**config.mk**
```make
export PLATFORM = sky130hd
export DESIGN_NAME = cpu_jtag_debug_dispatch_flat
export DESIGN_NICKNAME = d
export VERILOG_FILES = /design/src/rtl/cpu_jtag_debug_dispatch_if.sv /design/src/rtl/cpu_jtag_debug_dispatch.sv /design/src/flat_wrapper.sv
export SDC_FILE = /design/constraint.sdc
export NUM_CORES = 1
export LEC_CHECK = 0
export BUFFER_PORTS_ARGS = -buffer_cell sky130_fd_sc_hd__buf_2
export CORE_AREA = 2 2 89 91
export DETAILED_ROUTE_END_ITERATION = 7
export DIE_AREA = 0 0 91 93
export GPL_TIMING_DRIVEN = 0
export SETUP_SLACK_MARGIN = 0.02
export SYNTH_ARGS = -nofsm -noshare
export SYNTH_HDL_FRONTEND = slang
export SYNTH_SLANG_ARGS = --single-unit
export TNS_END_PERCENT = 5
```
**constraint.sdc**
```tcl
create_clock -name clk -period 1.88 [get_ports clk]
set_clock_uncertainty 0.2 [all_clocks]
set_input_delay 0.188 -clock clk [delete_from_list [all_inputs] [get_ports clk]]
set_output_delay 0.188 -clock clk [all_outputs]
set_load 0.005 [all_outputs]
```
**src/rtl/cpu_jtag_debug_dispatch_if.sv**
```systemverilog
// ----------------------------------------------------------------------------
// cpu_jtag_debug_dispatch_if
// Command handshake between the JTAG-domain shifter and the CPU-domain debug
// dispatcher.
//   jtag_sr            : shifted command data (JTAG side drives)
//   jtag_ir            : instruction code / channel select (JTAG side drives)
//   jtag_update_toggle : each transition announces one command (JTAG side)
//   jtag_ack_toggle    : toggles once per consumed command (dispatcher drives)
// Modports: master = JTAG shifter side, slave = dispatcher side.
// ----------------------------------------------------------------------------
interface cpu_jtag_debug_dispatch_if #(
    parameter int DATA_W = 38,
    parameter int IR_W   = 2
);
    logic [DATA_W-1:0] jtag_sr;
    logic [IR_W-1:0]   jtag_ir;
    logic              jtag_update_toggle;
    logic              jtag_ack_toggle;

    modport master (
        output jtag_sr,
        output jtag_ir,
        output jtag_update_toggle,
        input  jtag_ack_toggle
    );

    modport slave (
        input  jtag_sr,
        input  jtag_ir,
        input  jtag_update_toggle,
        output jtag_ack_toggle
    );
endinterface

```
**src/rtl/cpu_jtag_debug_dispatch.sv**
```systemverilog
// ----------------------------------------------------------------------------
// cpu_jtag_debug_dispatch
// Brings a JTAG-shifted debug command into the CPU clock domain, latches it on
// jdo and fires a one-cycle take_action / take_no_action strobe on the channel
// selected by the instruction code. Also synchronises the TAP idle status and
// the JTAG-side reset, and flags commands that arrive while one is in flight.
//
// Ports:
//   clk, reset_n        : CPU clock, asynchronous active-low reset
//   jtag (slave)        : jtag_sr / jtag_ir / jtag_update_toggle in,
//                         jtag_ack_toggle out
//   jtag_rti            : async TAP Run-Test/Idle indication
//   jtag_rst_n          : async JTAG-side reset, active-low
//   overrun_clr         : synchronous clear of overrun
//   jdo                 : latched command data
//   take_action         : one-cycle strobe per channel, jdo[ACTION_BIT]=1
//   take_no_action      : one-cycle strobe per channel, jdo[ACTION_BIT]=0
//   st_ready_test_idle  : synchronised jtag_rti
//   jrst_n              : reset-synchronised jtag_rst_n
//   overrun             : sticky, update arrived while busy
//   parity_err          : sticky, odd-parity failure (parity build only)
//
// Optional feature macro: JTAG_DISPATCH_PARITY_EN -- when defined, the top bit
// of jtag_sr carries odd parity over the remaining bits; a failing command is
// acknowledged but produces no strobe.
// ----------------------------------------------------------------------------
module cpu_jtag_debug_dispatch #(
    parameter  int DATA_W      = 38,
    parameter  int IR_W        = 2,
    parameter  int ACTION_BIT  = 35,
    parameter  int SYNC_STAGES = 2,
    localparam int NCH         = 2**IR_W
) (
    input  logic                  clk,
    input  logic                  reset_n,
    cpu_jtag_debug_dispatch_if.slave jtag,
    input  logic                  jtag_rti,
    input  logic                  jtag_rst_n,
    input  logic                  overrun_clr,
    output logic [DATA_W-1:0]     jdo,
    output logic [NCH-1:0]        take_action,
    output logic [NCH-1:0]        take_no_action,
    output logic                  st_ready_test_idle,
    output logic                  jrst_n,
    output logic                  overrun
`ifdef JTAG_DISPATCH_PARITY_EN
    ,
    output logic                  parity_err
`endif
);

    typedef enum logic [1:0] {
        ST_IDLE    = 2'd0,
        ST_CAPTURE = 2'd1,
        ST_ISSUE   = 2'd2
    } state_t;

`ifdef JTAG_DISPATCH_PARITY_EN
    // Odd parity: the whole word, parity bit included, has an odd number of ones.
    function automatic logic odd_parity_ok(input logic [DATA_W-1:0] word);
        return ^word;
    endfunction
`endif

    state_t                 state_r;
    logic [SYNC_STAGES-1:0] upd_sync_r;
    logic                   upd_hist_r;
    logic                   upd_edge_s;
    logic [SYNC_STAGES-1:0] rti_sync_r;
    logic [SYNC_STAGES-1:0] jrst_sync_r;
    logic                   jrst_arst_n_s;
    logic [DATA_W-1:0]      jdo_r;
    logic [NCH-1:0]         take_action_r;
    logic [NCH-1:0]         take_no_action_r;
    logic                   ack_r;
    logic                   overrun_r;
    logic [NCH-1:0]         chan_onehot_s;
    logic                   cmd_ok_s;
`ifdef JTAG_DISPATCH_PARITY_EN
    logic                   parity_err_r;
`endif

    // Update-toggle synchroniser plus history flop for edge detection.
    always_ff @(posedge clk or negedge reset_n) begin
        if (!reset_n) begin
            upd_sync_r <= '0;
            upd_hist_r <= 1'b0;
        end else begin
            upd_sync_r <= {upd_sync_r[SYNC_STAGES-2:0], jtag.jtag_update_toggle};
            upd_hist_r <= upd_sync_r[SYNC_STAGES-1];
        end
    end

    // Edge detect, channel decode and command validity (parity build only).
    always_comb begin
        upd_edge_s    = upd_sync_r[SYNC_STAGES-1] ^ upd_hist_r;
        chan_onehot_s = NCH'(1) << jtag.jtag_ir;
`ifdef JTAG_DISPATCH_PARITY_EN
        cmd_ok_s      = odd_parity_ok(jtag.jtag_sr);
`else
        cmd_ok_s      = 1'b1;
`endif
    end

    // Command FSM. Strobes are decoded while in CAPTURE so that they become
    // visible together with the freshly latched jdo on entry to ISSUE.
    always_ff @(posedge clk or negedge reset_n) begin
        if (!reset_n) begin
            state_r          <= ST_IDLE;
            jdo_r            <= '0;
            take_action_r    <= '0;
            take_no_action_r <= '0;
            ack_r            <= 1'b0;
`ifdef JTAG_DISPATCH_PARITY_EN
            parity_err_r     <= 1'b0;
`endif
        end else begin
            case (state_r)
                ST_IDLE: begin
                    take_action_r    <= '0;
                    take_no_action_r <= '0;
                    if (upd_edge_s) begin
                        state_r <= ST_CAPTURE;
                    end else begin
                        state_r <= ST_IDLE;
                    end
                end
                ST_CAPTURE: begin
                    jdo_r <= jtag.jtag_sr;
                    if (cmd_ok_s) begin
                        if (jtag.jtag_sr[ACTION_BIT]) begin
                            take_action_r    <= chan_onehot_s;
                            take_no_action_r <= '0;
                        end else begin
                            take_action_r    <= '0;
                            take_no_action_r <= chan_onehot_s;
                        end
                    end else begin
                        take_action_r    <= '0;
                        take_no_action_r <= '0;
`ifdef JTAG_DISPATCH_PARITY_EN
                        parity_err_r     <= 1'b1;
`endif
                    end
                    state_r <= ST_ISSUE;
                end
                ST_ISSUE: begin
                    take_action_r    <= '0;
                    take_no_action_r <= '0;
                    ack_r            <= ~ack_r;
                    state_r          <= ST_IDLE;
                end
                default: begin
                    take_action_r    <= '0;
                    take_no_action_r <= '0;
                    state_r          <= ST_IDLE;
                end
            endcase
        end
    end

    // Sticky overrun: an edge seen while busy is dropped; set beats clear.
    always_ff @(posedge clk or negedge reset_n) begin
        if (!reset_n) begin
            overrun_r <= 1'b0;
        end else if (upd_edge_s && (state_r != ST_IDLE)) begin
            overrun_r <= 1'b1;
        end else if (overrun_clr) begin
            overrun_r <= 1'b0;
        end else begin
            overrun_r <= overrun_r;
        end
    end

    // Plain synchroniser for the TAP Run-Test/Idle status.
    always_ff @(posedge clk or negedge reset_n) begin
        if (!reset_n) begin
            rti_sync_r <= '0;
        end else begin
            rti_sync_r <= {rti_sync_r[SYNC_STAGES-2:0], jtag_rti};
        end
    end

    // Either reset source asserts jrst_n immediately; release is synchronous.
    assign jrst_arst_n_s = reset_n & jtag_rst_n;

    // Reset synchroniser for the JTAG-side reset.
    always_ff @(posedge clk or negedge jrst_arst_n_s) begin
        if (!jrst_arst_n_s) begin
            jrst_sync_r <= '0;
        end else begin
            jrst_sync_r <= {jrst_sync_r[SYNC_STAGES-2:0], 1'b1};
        end
    end

    assign jdo                  = jdo_r;
    assign take_action          = take_action_r;
    assign take_no_action       = take_no_action_r;
    assign jtag.jtag_ack_toggle = ack_r;
    assign st_ready_test_idle   = rti_sync_r[SYNC_STAGES-1];
    assign jrst_n               = jrst_sync_r[SYNC_STAGES-1];
    assign overrun              = overrun_r;
`ifdef JTAG_DISPATCH_PARITY_EN
    assign parity_err           = parity_err_r;
`endif

endmodule

```
**src/flat_wrapper.sv**
```systemverilog
// flat-port wrapper written by rule: the top's interface ports become plain ports
module cpu_jtag_debug_dispatch_flat 
#(
    parameter  int DATA_W      = 38,
    parameter  int IR_W        = 2,
    parameter  int ACTION_BIT  = 35,
    parameter  int SYNC_STAGES = 2,
    localparam int NCH         = 2**IR_W
)
  (clk, reset_n, jtag_rti, jtag_rst_n, overrun_clr, jdo, take_action, take_no_action, st_ready_test_idle, jrst_n, overrun, jtag_jtag_sr, jtag_jtag_ir, jtag_jtag_update_toggle, jtag_jtag_ack_toggle);
  cpu_jtag_debug_dispatch_if #(.DATA_W(DATA_W), .IR_W(IR_W)) jtag_i ();
  input  logic clk;
  input  logic reset_n;
  input  logic jtag_rti;
  input  logic jtag_rst_n;
  input  logic overrun_clr;
  output logic [DATA_W-1:0] jdo;
  output logic [NCH-1:0] take_action;
  output logic [NCH-1:0] take_no_action;
  output logic st_ready_test_idle;
  output logic jrst_n;
  output logic overrun;
  input wire logic [$bits(jtag_i.jtag_sr)-1:0] jtag_jtag_sr;
  input wire logic [$bits(jtag_i.jtag_ir)-1:0] jtag_jtag_ir;
  input wire logic [$bits(jtag_i.jtag_update_toggle)-1:0] jtag_jtag_update_toggle;
  output wire logic [$bits(jtag_i.jtag_ack_toggle)-1:0] jtag_jtag_ack_toggle;
  assign jtag_i.jtag_sr = jtag_jtag_sr;
  assign jtag_i.jtag_ir = jtag_jtag_ir;
  assign jtag_i.jtag_update_toggle = jtag_jtag_update_toggle;
  assign jtag_jtag_ack_toggle = jtag_i.jtag_ack_toggle;
  cpu_jtag_debug_dispatch #(.DATA_W(DATA_W), .IR_W(IR_W), .ACTION_BIT(ACTION_BIT), .SYNC_STAGES(SYNC_STAGES)) u_core (.clk(clk), .reset_n(reset_n), .jtag(jtag_i), .jtag_rti(jtag_rti), .jtag_rst_n(jtag_rst_n), .overrun_clr(overrun_clr), .jdo(jdo), .take_action(take_action), .take_no_action(take_no_action), .st_ready_test_idle(st_ready_test_idle), .jrst_n(jrst_n), .overrun(overrun));
endmodule
```
== Yosys cells after proc, flatten, opt, wreduce, memory -nomap -nowiden ==
Cells that the tools add are included.
Word-level totals
  bits in latches: 0
  memories kept: 0
  bits in read-only memories: 0
  output and inout bits: 50
  logic and storage cells: 28
  memory bits (writable): 0
  register bits: 57
Cells by class
  reductions and logical operators: 4
  order comparisons: 0
  $add $sub $neg: 0
  div/mod/pow operators: 0
  shift operators: 1
  $mul: 0
  mux-type cells: 8
  bitwise operators: 3
  equal/unequal tests: 2
Operator list (number)
  two-way mux 4 bit: 4
  one-hot mux 2 bit (2 select lines): 1
  nonzero test 2 bit: 2
  left shift 1 x 2 -> 4 bit (first input constant): 1
  two-way mux 1 bit: 3
  equality test 2 x 1 -> 1 bit (second input constant): 1
  equality test 2 bit (second input constant): 1
  zero test 2 bit: 1
  bitwise AND 1 bit: 1
  logical AND 1 bit: 1
  NOT 1 bit: 1
  XOR 1 bit: 1

== Longest topological paths before layout ==
Gate-level depths: netlist of the first run.
  depth after elaboration: 3
  depth in mapped cells: 4
  mapped depth without buffers: 2

== Worst setup path after synthesis of the first run ==
Ideal clock, no wire load.
  path kind: register -> register
  start point: register u_core.state_r[1]
  end point: register u_core.jdo_r[0], in the netlist u_core.jdo[0]
  slack: 0.459 ns
  clock period less this slack: 1.421 ns
  required time: 1.555 ns
  stages on the path, launching flop included: 5
  arrival: 1.096 ns
  cells stage by stage: dfrtp_1 -> nand2b_1 -> buf_6 -> buf_12 -> mux2_4
On the way
  cells in the longest elaborated chain, start to end: 1
Ends and longest elaborated chain
  start, declared: RTL line cpu_jtag_debug_dispatch.sv:65  | state_t state_r;
  start signal, assigned: RTL line cpu_jtag_debug_dispatch.sv:109  | state_r <= ST_IDLE;
  start signal, assigned: RTL line cpu_jtag_debug_dispatch.sv:123  | state_r <= ST_CAPTURE;
  start signal, assigned: RTL line cpu_jtag_debug_dispatch.sv:125  | state_r <= ST_IDLE;
  equality test 2 x 1 -> 1 bit: RTL line cpu_jtag_debug_dispatch.sv:118  | case (state_r)
  end signal, assigned: RTL line cpu_jtag_debug_dispatch.sv:129  | jdo_r <= jtag.jtag_sr;
  end, declared: RTL line cpu_jtag_debug_dispatch.sv:72  | logic [DATA_W-1:0] jdo_r;
No other way between the ends.
A chain may end at the register's enable or synchronous reset.

== Worst setup path in the final report of the first run ==
  start point: input port jtag_jtag_sr[35]
  end point: register u_core.take_action_r[0], in the netlist u_core.take_action[0]
On the way
  cells in the longest elaborated chain, start to end: 2
Ends and longest elaborated chain
  start, declared: RTL line flat_wrapper.sv:23  | input wire logic [$bits(jtag_i.jtag_sr)-1:0] jtag_jtag_sr;
  two-way mux 4 bit: RTL line cpu_jtag_debug_dispatch.sv:131  | if (jtag.jtag_sr[ACTION_BIT]) begin
  two-way mux 4 bit: RTL line cpu_jtag_debug_dispatch.sv:118
  end signal, assigned: RTL line cpu_jtag_debug_dispatch.sv:132  | take_action_r <= chan_onehot_s;
  end, declared: RTL line cpu_jtag_debug_dispatch.sv:73  | logic [NCH-1:0] take_action_r;
No other way between the ends.

==> results summary, run 1 <==
The flow ran to the end, and the final reports show no timing, DRC or antenna violations. The number of placed instances, taps included, is 320. The die outline height came out at around 93 microns. The gate count after technology mapping came out at approximately 120.

In this run the worst path has a maximum fanout of 5. The worst-case IR drop observed on VDD is 345 uV. From left edge to right edge, the die measures slightly above 90 microns. Across the run, the number of max-cap violations was 0. The antenna diode count came out at 0. The synthesized netlist net count is about 170. The cell area power density came out at 1360 nW/um^2. The first element of the critical path is jtag_jtag_sr[35].

The synthesis-to-finish area growth came out at 58.4%. The tree built by TritonCTS fans out to between 50 and 60 sinks. The total I/O pin count came out at 96. The sort of element at the end of the critical path is a flop.

The residual overflow from global routing is 0. The starting utilization of the core area came out at 0.291. The endpoint arrival time on the critical path is between 1.5 and 2 ns. For this block, the via count after detailed routing is 1,548. The relative slew slack is 0.604.

The clock transition at the register clock pins on the worst setup and hold paths after CTS is ~0.07 ns. The count of buffers added on input and output ports is 95. The worst slack on hold paths came out at 0.0722 ns. The floorplan die area is between 8000 and 9000 sq um. The post-cts gate resize count is 0. The first global-routing pass estimated 8200 microns of wire. The worst setup path is launched from a primary input.

The detailed router finished its first iteration with 23 violations. After detailed routing, the number of vias per cell comes to approximately 4. Setup repair after global routing left no endpoint under its margin. The post-synthesis cell area came out at between 2000 and 2500 sq um. The number of global-route vias before repair is roughly 1.6k. The count of final hold-check violations is 0. The min-delay analysis places its worst path in the category in2async. Of the synthesized area, sequential elements account for 0.652. Adding up every negative setup slack in the final design gives 0 ns. In the finished design, the share of the clock period the worst path needs comes to 0.897. The routed wire length per instance is roughly 13 microns.

The pre-antenna-repair detailed-routing pass consisted of 3 iterations. At the end of routability-driven placement, the weighted congestion stood at 0.657. The number of storage elements in the synthesis netlist is between 50 and 60. The clock tree buffer depth is 2. The data required time at the worst endpoint came out at between 1.5 and 2 ns.

The number of buffers added for setup after CTS came out at 0. The highest clock rate came out at roughly 600 MHz. The worst setup path is of the in2reg kind. The region available for standard cell placement spans between 7000 and 8000 sq um. The number of cells on the worst reg-to-reg path is 3. The overall routed net length is around 5000 microns.

The slew at the pin closest to its max-slew limit is around 0.59 ns. The initial antenna violation count is 0. The final count of pins violating max slew is 0. The worst register-to-register path begins at u_core.state_r[1].

The number of failing setup endpoints in the final timing report is 0. The largest net degree at the start of global routing came out at 57. The overall track demand over capacity in global routing is 0.126. The ratio of cells with drive above 1 in the final layout is 0.552. In this run the clock root is driven by a clkbuf_8. Detailed placement ended at an HPWL of ~3000 microns. The net count of the finished layout is roughly 320. CTS built an H-tree with a depth of 3. The TritonCTS clock tree is built. In this run the register-to-register setup slack is 0.23 ns. Averaged over all synthesized cells, the footprint is between 15 and 20 sq um. The filler cell count is about 700. The later-pin clock latency in the skew report is between 0.3 and 0.4 ns. The analysis attributes to cell leakage a power of around 1.8 nW. The number of buffers added by the clock tree synthesis step is 9. The post-route antenna net violation count came out at 0. The time the final worst path needs with I/O delays and setup is 1.69 ns. In this run the critical register-to-register path is captured at u_core.take_action[0].

After the flow finishes, the layout carries non-filler instances totaling between 300 and 400. The standard-cell row count is 32. During synthesis, Yosys emitted a total of 0 warnings. The count of distinct cell types in the synthesized netlist is 18. The post-route DRC violation count is 0. In this run the worst setup path terminates at u_core.take_action[0].
through the flow:
stage                     power, W   util  setup WS [ns]  instance area [sq um]
after floorplan            0.00290      -          0.459                   2190
after global placement     0.00352  0.371          0.390                   2790
after detailed placement   0.00355  0.371          0.357                   2790
after CTS                  0.00477  0.458          0.178                   3450
after global routing       0.00502  0.461          0.109                   3470
final                      0.00471  0.461          0.193                   3470
worst min-delay path by stage:
stage                                        to  slack (ns)
after floorplan                   u_core.jdo[0]       -0.31
after global placement    u_core.jrst_sync_r[0]       -0.12
after detailed placement  u_core.jrst_sync_r[0]       -0.11
after CTS                 u_core.jrst_sync_r[0]        0.05
after global routing      u_core.jrst_sync_r[0]        0.07
final                     u_core.jrst_sync_r[0]        0.07
final cells by class:
class	count	area [sq um]	area share
Timing Repair Buffer	142	956	0.276
Buffer	5	82.6	0.0238
Inverter	2	7.51	0.00217
Multi-Input combinational cell	59	672	0.194
Tap cell	102	128	0.0368
Sequential cell	57	1430	0.411
Clock inverter	7	71.3	0.0206
Clock buffer	9	124	0.0357
logic make-up after synthesis:
kind of cell	synth area share
muxes	0.249
AOI/OAI and AO/OA	0.00743
xor gates and xnor gates	0.00801
other	0.00171
and+or+nand+nor	0.0412
DFF	0.652
buffers and inverters	0.0412
power by group:
| part | switching [W] | leakage (nW) | total, W | internal, W |
|---|---|---|---|---|
| sequential | 0.000242 | 0.687 | 0.00193 | 0.00169 |
| clock | 0.000491 | 0.0912 | 0.00110 | 0.000608 |
| combinational | 0.000574 | 1.00 | 0.00168 | 0.00111 |
synth_stat cells:
master | count | share of area
xnor2_1 | 2 | 0.0080
buf_12 | 3 | 0.027
nand3b_1 | 1 | 0.0034
nor4_1 | 1 | 0.0029
nand2b_1 | 3 | 0.0086
a21bo_2 | 1 | 0.0046
mux2_4 | 34 | 0.23
mux2_2 | 3 | 0.015
nor2_1 | 4 | 0.0069
dfrtp_1 | 57 | 0.65
buf_6 | 2 | 0.010
o22ai_1 | 1 | 0.0029
inv_1 | 2 | 0.0034
nor3_1 | 5 | 0.011
or2b_1 | 1 | 0.0034
conb_1 | 1 | 0.0017
nand2_1 | 1 | 0.0017
and2_1 | 1 | 0.0029
layout by cell type, fill, tap and decap left out:
master          n
nor2_1          4
or2b_1          1
nor3_1          5
bufinv_16       1
mux2_2          3
dlygate4sd3_1  46
o22ai_1         1
buf_12          4
nand3b_1        1
xnor2_1         2
a21bo_2         1
buf_2          95
nand2_1         1
conb_1          1
clkinvlp_4      3
nand2b_1        3
mux2_4         34
clkinv_4        1
and2_1          1
inv_1           2
dfrtp_1        57
clkbuf_8        9
clkinv_2        2
nor4_1          1
buf_6           2
layer usage:
layer	GRT usage	part of all wire	routed length [microns]	vias to the layer above
li1	-	-	-	725
met1	0.156	0.46	2260	757
met2	0.196	0.48	2370	62
met3	0.0427	0.057	283	4
met4	0.0644	0.0099	49	0
met5	0	0	0	-
flip-flops by register name (all words and copies together), names as in the netlist:
signal / flops
u_core.rti_sync_r: 2
u_core.jtag.jtag_ack_toggle: 1
u_core.overrun: 1
u_core.take_action: 4
u_core.upd_hist_r: 1
u_core.state_r: 2
u_core.upd_sync_r: 2
u_core.jdo: 38
u_core.jrst_sync_r: 2
u_core.take_no_action: 4
critical path: stages:
cell	delay [ns]
dlygate4sd3_1	0.52
buf_2	0.15
nand3b_1	0.17
nor3_1	0.16
dlygate4sd3_1	0.57
repair_timing:
item	CTS	global route
setup endpoints to repair	0	0
endpoints found under the hold margin	105	0
hold buffers	46	0
No activity file was read; power rests on OpenSTA's default activity.
==> run 2, diff against run 1 <==
==> constraint.sdc (replaced) <==
create_clock -name clk -period 1.4 [get_ports clk]
set_clock_uncertainty 0.2 [all_clocks]
set_input_delay 0.14 -clock clk [delete_from_list [all_inputs] [get_ports clk]]
set_output_delay 0.14 -clock clk [all_outputs]
set_load 0.005 [all_outputs]
==> results summary, run 2 (synthesis results as in run 1) <==
The setup slack of the worst register-to-register path is -0.04 ns (-0.27 ns). The startpoint identified for the worst register-to-register timing path is u_core.state_r[1]. The HPWL after detailed placement came to 2880 microns (-3.2%). The cell area power density was 1870 nW/um^2 (+37%). The starting utilization of the core area is 0.291 (unchanged).

Setup repair after global routing could not meet its margin everywhere. The number of failing setup endpoints in the final timing report came out at 35 (+35). The synthesis-to-finish area growth is 61.6%.

The global-route track usage on met2 is 0.210 (+0.0142). The net count of the finished layout was 325 (+0.93%). The static power due to leakage came out at 1.82 nW (+2.1%). The highest net fanout along the worst path came out at 10 (+5). The clock net sink count is 57 (unchanged). The first-pass GRT wire length came to 8450 microns (+3.0%). In this run the clock root is driven by a clkbuf_8. The TritonCTS clock tree is built. The number of buffers inserted by port buffering came out at 95 (unchanged). The net switching fraction of the power came to 0.264 (-0.0130). The floorplan die area came out at 8460 sq um (unchanged). The nature of the critical path startpoint is a flop. The relative slew slack is 0.533 (-0.0709). The number of H-tree levels is 3 (unchanged). The area taken by multi-input logic gates came to 679 sq um (+1.1%). The endpoint of the lowest-slack register-to-register path is u_core.jdo[13]. The total I/O pin count came to 96 (unchanged). The die outline height was 93 microns (unchanged). The cell internal power dissipation is 0.00486 W (+43%).

The placer's final routability congestion estimate came to 0.699 (+6.5%). The ratio of routed vias to standard cells was 4.09 (+1.1%). In this run the most used layer during global routing was met2.

The clock transition at the register clock pins on the worst setup and hold paths after CTS is 0.07 ns (about the same). The met3 demand-to-capacity share in global routing is 0.0338 (-0.00886). The flow ran to the end, but the final reports show violations. The number of vias after detailed routing came to 1,573 (+1.6%).

The final core utilization came to 0.470 (+0.00914). The time the final worst path needs with I/O delays and setup came out at ~1.4 ns. The tightest min-delay check is of the in2async type.

The routed wire length per instance is 13.1 microns (+1.3%). The number of flip-flops under the largest register name came out at 38 (unchanged). The fraction of power consumed by the clock network is 0.247 (+0.014). The largest net degree at the start of global routing is 57 (unchanged). The final worst-path cycle share is 1.03.

The residual overflow from global routing was 0 (unchanged). Timing would allow up to 697 MHz. By startpoint and endpoint, the worst setup path is classified as reg2reg. The combinational group share of total power was 0.361 (+0.004).

The ratio of cells with drive above 1 in the final layout is 0.562 (+0.0102). The post-layout worst setup margin came out at -0.0357 ns (-0.229 ns). STA classifies the critical path endpoint as a flop. The data required time at the worst endpoint is 1.40 ns (-0.54 ns). The endpoint arrival time on the critical path is 1.44 ns (-0.31 ns).

The initial antenna violation count came out at 0 (unchanged). The slew at the pin closest to its max-slew limit is 0.701 ns (+0.106 ns). The number of maximum-capacitance constraint violations came out at 0 (unchanged). The relative contribution of sequential cells to total power came out at 0.393 (-0.017). The overall track demand over capacity in global routing came out at 0.129 (+0.00285).

The clock tree buffer depth is 2 (unchanged). The switching power is 0.00175 W (+33%). The area taken by flip-flops and latches is 1430 sq um (about the same).

The checks that failed: negative setup slack. The maximum vdd drop is 622 uV (+80%). The total design power was 0.00660 W (+40%). The number of cells on the worst reg-to-reg path is 4 (+1). The standard-cell row count is 32 (unchanged).

The later-pin clock latency in the skew report came out at 0.32 ns (about the same). The post-route DRC violation count is 0 (unchanged). In the layout the commonest cells are buf_2, dfrtp_1, dlygate4sd3_1. The filler cell count came out at 679 (-2.3%). The overall routed net length is 5060 microns (+1.9%). The initial DRC count is 35 (+52%). The area inside the core boundary is 7530 sq um (unchanged). The library cell used most frequently in the layout, excluding fill and tap cells, is buf_2.

The number of buffers added by the clock tree synthesis step came out at 9 (unchanged). The post-route antenna net violation count is 0 (unchanged). The die span in x is 91 microns (unchanged). The count of final hold-check violations came out at 0 (unchanged).

The antenna diode count is 0 (unchanged). The global routing usage on met1 came out at 0.160 (+0.00374). The detailed-routing iteration count for the pre-antenna-repair pass came to 4 (+1). The number of global-route vias before repair came out at 1,732 (+7.6%). The final count of pins violating max slew is 0 (unchanged).
[run 2: changes by cell type in the layout (fill, tap and decap cells not counted), sizes merged]
cell / delta
clkinv: -1
clkbuf: +1
clkinvlp: -2
dlygate4sd3: -1
bufinv: +1
buf: +4
[run 2: worst max-delay path by stage]
stage / endpoint / slack [ns] / start
5_1_grt: u_core.jdo[13] / -0.07 / u_core.state_r[1]
6_report: u_core.jdo[13] / -0.04 / u_core.state_r[1]
2_1_floorplan: u_core.jdo[0] / -0.008 / u_core.state_r[1]
3_5_place_dp: u_core.jdo[29] / -0.09 / u_core.state_r[0]
3_3_place_gp: u_core.jdo[28] / -0.09 / u_core.state_r[1]
4_1_cts: u_core.jdo[13] / -0.04 / u_core.state_r[1]
[run 2: final cells by class]
type                       instances  area share
sequential                        57       0.404
multi-input combinational         59       0.192
tap                              102      0.0361
inverter                           2     0.00212
clock buffer                      10      0.0361
timing repair buffer             145       0.280
clock inverter                     5      0.0230
buffer                             5      0.0269
[run 2: per-stage QoR]
| stage | instances | setup WS, ns | instance area (sq um) | hold slack (ns) | TNS (ns) |
|---|---|---|---|---|---|
| floorplan | 123 | -0.00815 | 2200 | -0.356 | -0.253 |
| global placement | 320 | -0.0867 | 2800 | -0.171 | -4.89 |
| detailed placement | 320 | -0.0908 | 2800 | -0.163 | -6.33 |
| CTS | 383 | -0.0367 | 3510 | -0.0849 | -0.921 |
| global route | 385 | -0.0746 | 3540 | 0.0692 | -2.18 |
| finish | 385 | -0.0357 | 3540 | 0.0519 | -0.822 |
[run 2: power groups by stage]
| stage | clock network (W) | registers, W | logic (W) |
|---|---|---|---|
| 2_1_floorplan | 0 | 0.00267 | 0.00124 |
| 3_3_place_gp | 0 | 0.00259 | 0.00215 |
| 3_5_place_dp | 0 | 0.00261 | 0.00216 |
| 4_1_cts | 0.00169 | 0.00258 | 0.00239 |
| 5_1_grt | 0.00178 | 0.00268 | 0.00256 |
| 6_report | 0.00163 | 0.00259 | 0.00238 |
[run 2: routing by layer]
metal / routed length [microns] / share of wire
met1: 2230 / 0.44
met2: 2400 / 0.47
met3: 326 / 0.064
met4: 97 / 0.019
met5: 0 / 0
[run 2: what timing repair did]
action,4_1_cts,5_1_grt
resized for setup,5,1
hold buffers,44,1
buffers inserted,3,1
setup endpoints to repair,36,38
endpoints found under the hold margin,105,55
cloned,1,0
[run 2: worst max-delay path, stage by stage (launching register included)]
cell	delay (ns)
dfrtp_1	0.38
nand2b_4	0.15
buf_12	0.14
buf_12	0.15
mux2_4	0.29
==> run 3, diff against run 2 <==
--- a/config.mk
+++ b/config.mk
@@ -5,10 +5,11 @@
 export SDC_FILE = /design/constraint.sdc
 export NUM_CORES = 1
 export LEC_CHECK = 0
+export ABC_AREA = 1
 export BUFFER_PORTS_ARGS = -buffer_cell sky130_fd_sc_hd__buf_2
-export CORE_AREA = 2 2 89 91
+export CORE_AREA = 2 2 86 88
 export DETAILED_ROUTE_END_ITERATION = 7
-export DIE_AREA = 0 0 91 93
+export DIE_AREA = 0 0 88 90
 export GPL_TIMING_DRIVEN = 0
 export SETUP_SLACK_MARGIN = 0.02
 export SYNTH_ARGS = -nofsm -noshare
==> results summary, run 3 <==
The switching power is 0.00179 W (+2.6%). The routed wire length per instance came out at 10.4 microns (-21%). The filler cell count came out at 689 (+1.5%). The number of synthesized flops with an enable pin is 0 (unchanged).

The initial antenna violation count came out at 0 (unchanged). The number of warnings printed during yosys synthesis is 0 (unchanged). The post-synthesis cell area is 2060 sq um (-5.7%). The number of storage elements in the synthesis netlist came to 57 (unchanged). The total I/O pin count came to 96 (unchanged). The class of the most critical hold timing path is in2async. The count of distinct cell types in the synthesized netlist came out at 12 (-6). The clock transition at the register clock pins on the worst setup and hold paths after CTS is 0.06 ns (about the same). The residual overflow from global routing is 0 (unchanged). The nature of the critical path startpoint is a flop. The synthesized netlist net count came out at 262 (+55%). The TritonCTS clock tree is built. The overall track demand over capacity in global routing came to 0.132 (+0.00361). The sequential-to-total area share from yosys stat is 0.691 (+0.0391).

The floorplan die area came to 7920 sq um (-6.4%). The post-placement worst setup slack came to -0.0961 ns (-0.00531 ns). The standard-cell row count came out at 31 (-3.1%). The maximum vdd drop came out at 744 uV (+20%). The net switching fraction of the power is 0.320 (+0.0553). In the layout the commonest cells are nand2_1, buf_2, dfrtp_1. The leading cell type in the layout, fill and taps excluded is nand2_1. The slew at the pin closest to its max-slew limit came out at 0.685 ns (-0.0154 ns). The net count of the finished layout came out at 413 (+27%). The cell internal power dissipation came out at 0.00381 W (-22%). The ratio of routed vias to standard cells was 3.94 (-3.6%).

The highest clock rate came out at 747 MHz (+7.2%). The data required time at the worst endpoint came to 1.40 ns (about the same). The die span in x came out at 88 microns (-3.3%). The combinational group share of total power came out at 0.314 (-0.047). In the post-synthesis netlist, the biggest area contributors are dfrtp_1, nand2_1, inv_1, nor2_1, buf_6. The average footprint of a synthesized cell is 9.56 sq um (-46%). The number of buffers added by the clock tree synthesis step came out at 9 (unchanged).

The final worst-path cycle share came out at 0.957 (-0.0688). The final count of pins violating max slew came out at 0 (unchanged). The relative slew slack came to 0.543 (+0.0103). The ratio of cells with drive above 1 in the final layout is 0.320 (-0.242). By count the netlist is led by nand2_1, dfrtp_1, inv_1.

The number of buffers inserted by port buffering is 95 (unchanged). The setup slack of the worst register-to-register path is 0.06 ns (+0.10 ns). The fraction of synthesis flops using an asynchronous set or reset pin is 1.00 (unchanged).

The number of flip-flops under the largest register name is 38 (unchanged). The die outline height came to 90 microns (-3.2%). The placer's final routability congestion estimate came out at 0.674 (-3.7%).

The fraction of power consumed by the clock network is 0.237 (-0.010). The number of failing setup endpoints in the final timing report is 0 (-100%). The largest net degree at the start of global routing is 57 (unchanged). The final core utilization came out at 0.470 (about the same). The static power due to leakage is 1.88 nW (+3.1%). The worst slack on hold paths is 0.0281 ns (-0.0237 ns). The share of the synthesized area in the top cell type is 0.691 (+0.0391).

The post-route DRC violation count came to 0 (unchanged). The clock tree buffer depth came out at 2 (unchanged). The overall routed net length came out at 4920 microns (-2.7%). The initial DRC count came out at 64 (+83%).

The antenna diode count came out at 0 (unchanged). The gate count after technology mapping is 216 (+76%). The HPWL after detailed placement is 3060 microns (+6.4%). The clock net sink count was 57 (unchanged). The number of maximum-capacitance constraint violations is 0 (unchanged). The critical path is of the reg2reg type.

The detailed-routing iteration count for the pre-antenna-repair pass was 4 (unchanged). The relative contribution of sequential cells to total power is 0.450 (+0.057). The most repeated cell in the gate-level netlist after synthesis is nand2_1. The placed cell area is 2660 sq um (-4.8%).

The count of final hold-check violations is 0 (unchanged). The starting utilization of the core area is 0.294 (+0.00334). The sort of element at the end of the critical path is a flop.

The number of vias after detailed routing came out at 1,856 (+18%). The main flop type after synthesis is dfrtp_1. The endpoint identified for the worst register-to-register timing path is u_core.jdo[21]. The number of H-tree levels came to 3 (unchanged). The number of cells on the worst reg-to-reg path is 6 (+2). The worst register-to-register path begins at u_core.state_r[1]. The post-route cell area is 3300 sq um (-6.7%). The endpoint arrival time on the critical path was 1.34 ns (-0.10 ns). The number of global-route vias before repair is 1,867 (+7.8%). The first-pass GRT wire length was 8160 microns (-3.4%). Setup repair after global routing could not meet its margin everywhere. The post-route antenna net violation count came out at 0 (unchanged). The area inside the core boundary came to 7020 sq um (-6.7%). The biggest area contributor in the post-synthesis netlist is dfrtp_1. The time the final worst path needs with I/O delays and setup came out at 1.34 ns (-0.0963 ns).

In this run the clock root is driven by a clkbuf_8. The cell area power density is 1700 nW/um^2 (-9.0%). The post-layout worst setup margin came out at 0.0607 ns (+0.0963 ns). The run finished with clean final reports.

The highest net fanout along the worst path came out at 10 (unchanged). The area growth from synthesis to layout is 59.8%. The later-pin clock latency in the skew report is 0.31 ns (about the same).
-- run 3: cell types whose count changed after synthesis, sizes merged, moves of 2 or more --
cell / delta
mux2: -37
nand2: +126
nand2b: -3
inv: +9
xnor2: -2
nor3: -5
nor2: +6
buf: +3
-- run 3: cell type report --
| type | instances | area [sq um] | share of cell area |
|---|---|---|---|
| Buffer | 8 | 65.1 | 0.0197 |
| Inverter | 11 | 41.3 | 0.0125 |
| Multi-Input combinational cell | 140 | 539 | 0.164 |
| Sequential cell | 57 | 1430 | 0.432 |
| Clock buffer | 13 | 159 | 0.0482 |
| Clock inverter | 3 | 15.0 | 0.00455 |
| Timing Repair Buffer | 140 | 928 | 0.281 |
| Tap cell | 99 | 124 | 0.0376 |
-- run 3: power groups by stage --
stage	sequential (W)	combinational, W	clock, W
global route	0.00258	0.00203	0.00145
floorplan	0.00260	0.000759	0
CTS	0.00252	0.00178	0.00140
detailed placement	0.00253	0.00169	0
global placement	0.00253	0.00166	0
finish	0.00252	0.00176	0.00133
-- run 3: per-layer routing --
metal | share of wire | GRT usage | up-vias
met5 | 0 | 0 | -
met2 | 0.50 | 0.226 | 59
met1 | 0.43 | 0.149 | 853
met3 | 0.055 | 0.0358 | 5
li1 | - | - | 939
met4 | 0.011 | 0.0641 | 0
-- run 3: how the worst max path moves through the flow --
| stage | start | endpoint | slack, ns | depth (start not counted) |
|---|---|---|---|---|
| detailed placement | reset_n | u_core.jdo[23] | -0.1 | 1 |
| finish | u_core.state_r[1] | u_core.jdo[21] | 0.06 | 6 |
| global route | u_core.state_r[1] | u_core.jdo[27] | -0.03 | 6 |
| floorplan | u_core.state_r[1] | u_core.jdo[12] | 0.14 | 6 |
| global placement | reset_n | u_core.jdo[36] | -0.07 | 1 |
| CTS | u_core.state_r[0] | u_core.jdo[21] | 0.04 | 7 |
-- run 3: cells by family (layout without fill, tap and decap cells) --
family,after synthesis,after routing,synth area share
buf+inv,19,175,0.0479
flops,57,57,0.691
xor+xnor,1,1,0.00424
simple gates,138,138,0.255
other cells,1,1,0.00182
-- run 3: through the flow --
stage	std cells	setup TNS (ns)	total power (W)
floorplan	216	0	0.00336
global placement	410	-3.57	0.00419
detailed placement	410	-5.20	0.00422
CTS	470	0	0.00569
global route	471	-0.194	0.00607
finish	471	0	0.00560
-- run 3: what timing repair did --
item,CTS,global route
hold buffers,44,1
resized for setup,0,2
cloned,0,0
pin swaps,1,1
endpoints found under the setup margin,1,25
endpoints found under the hold margin,106,55
buffers inserted,0,0
-- run 3: critical path, stage by stage, from the launching register on --
cell     delay (ns)
dfrtp_1        0.41
nor2_4         0.17
inv_2          0.05
buf_6          0.14
buf_6          0.14
nand2_1        0.05
nand2_1        0.05
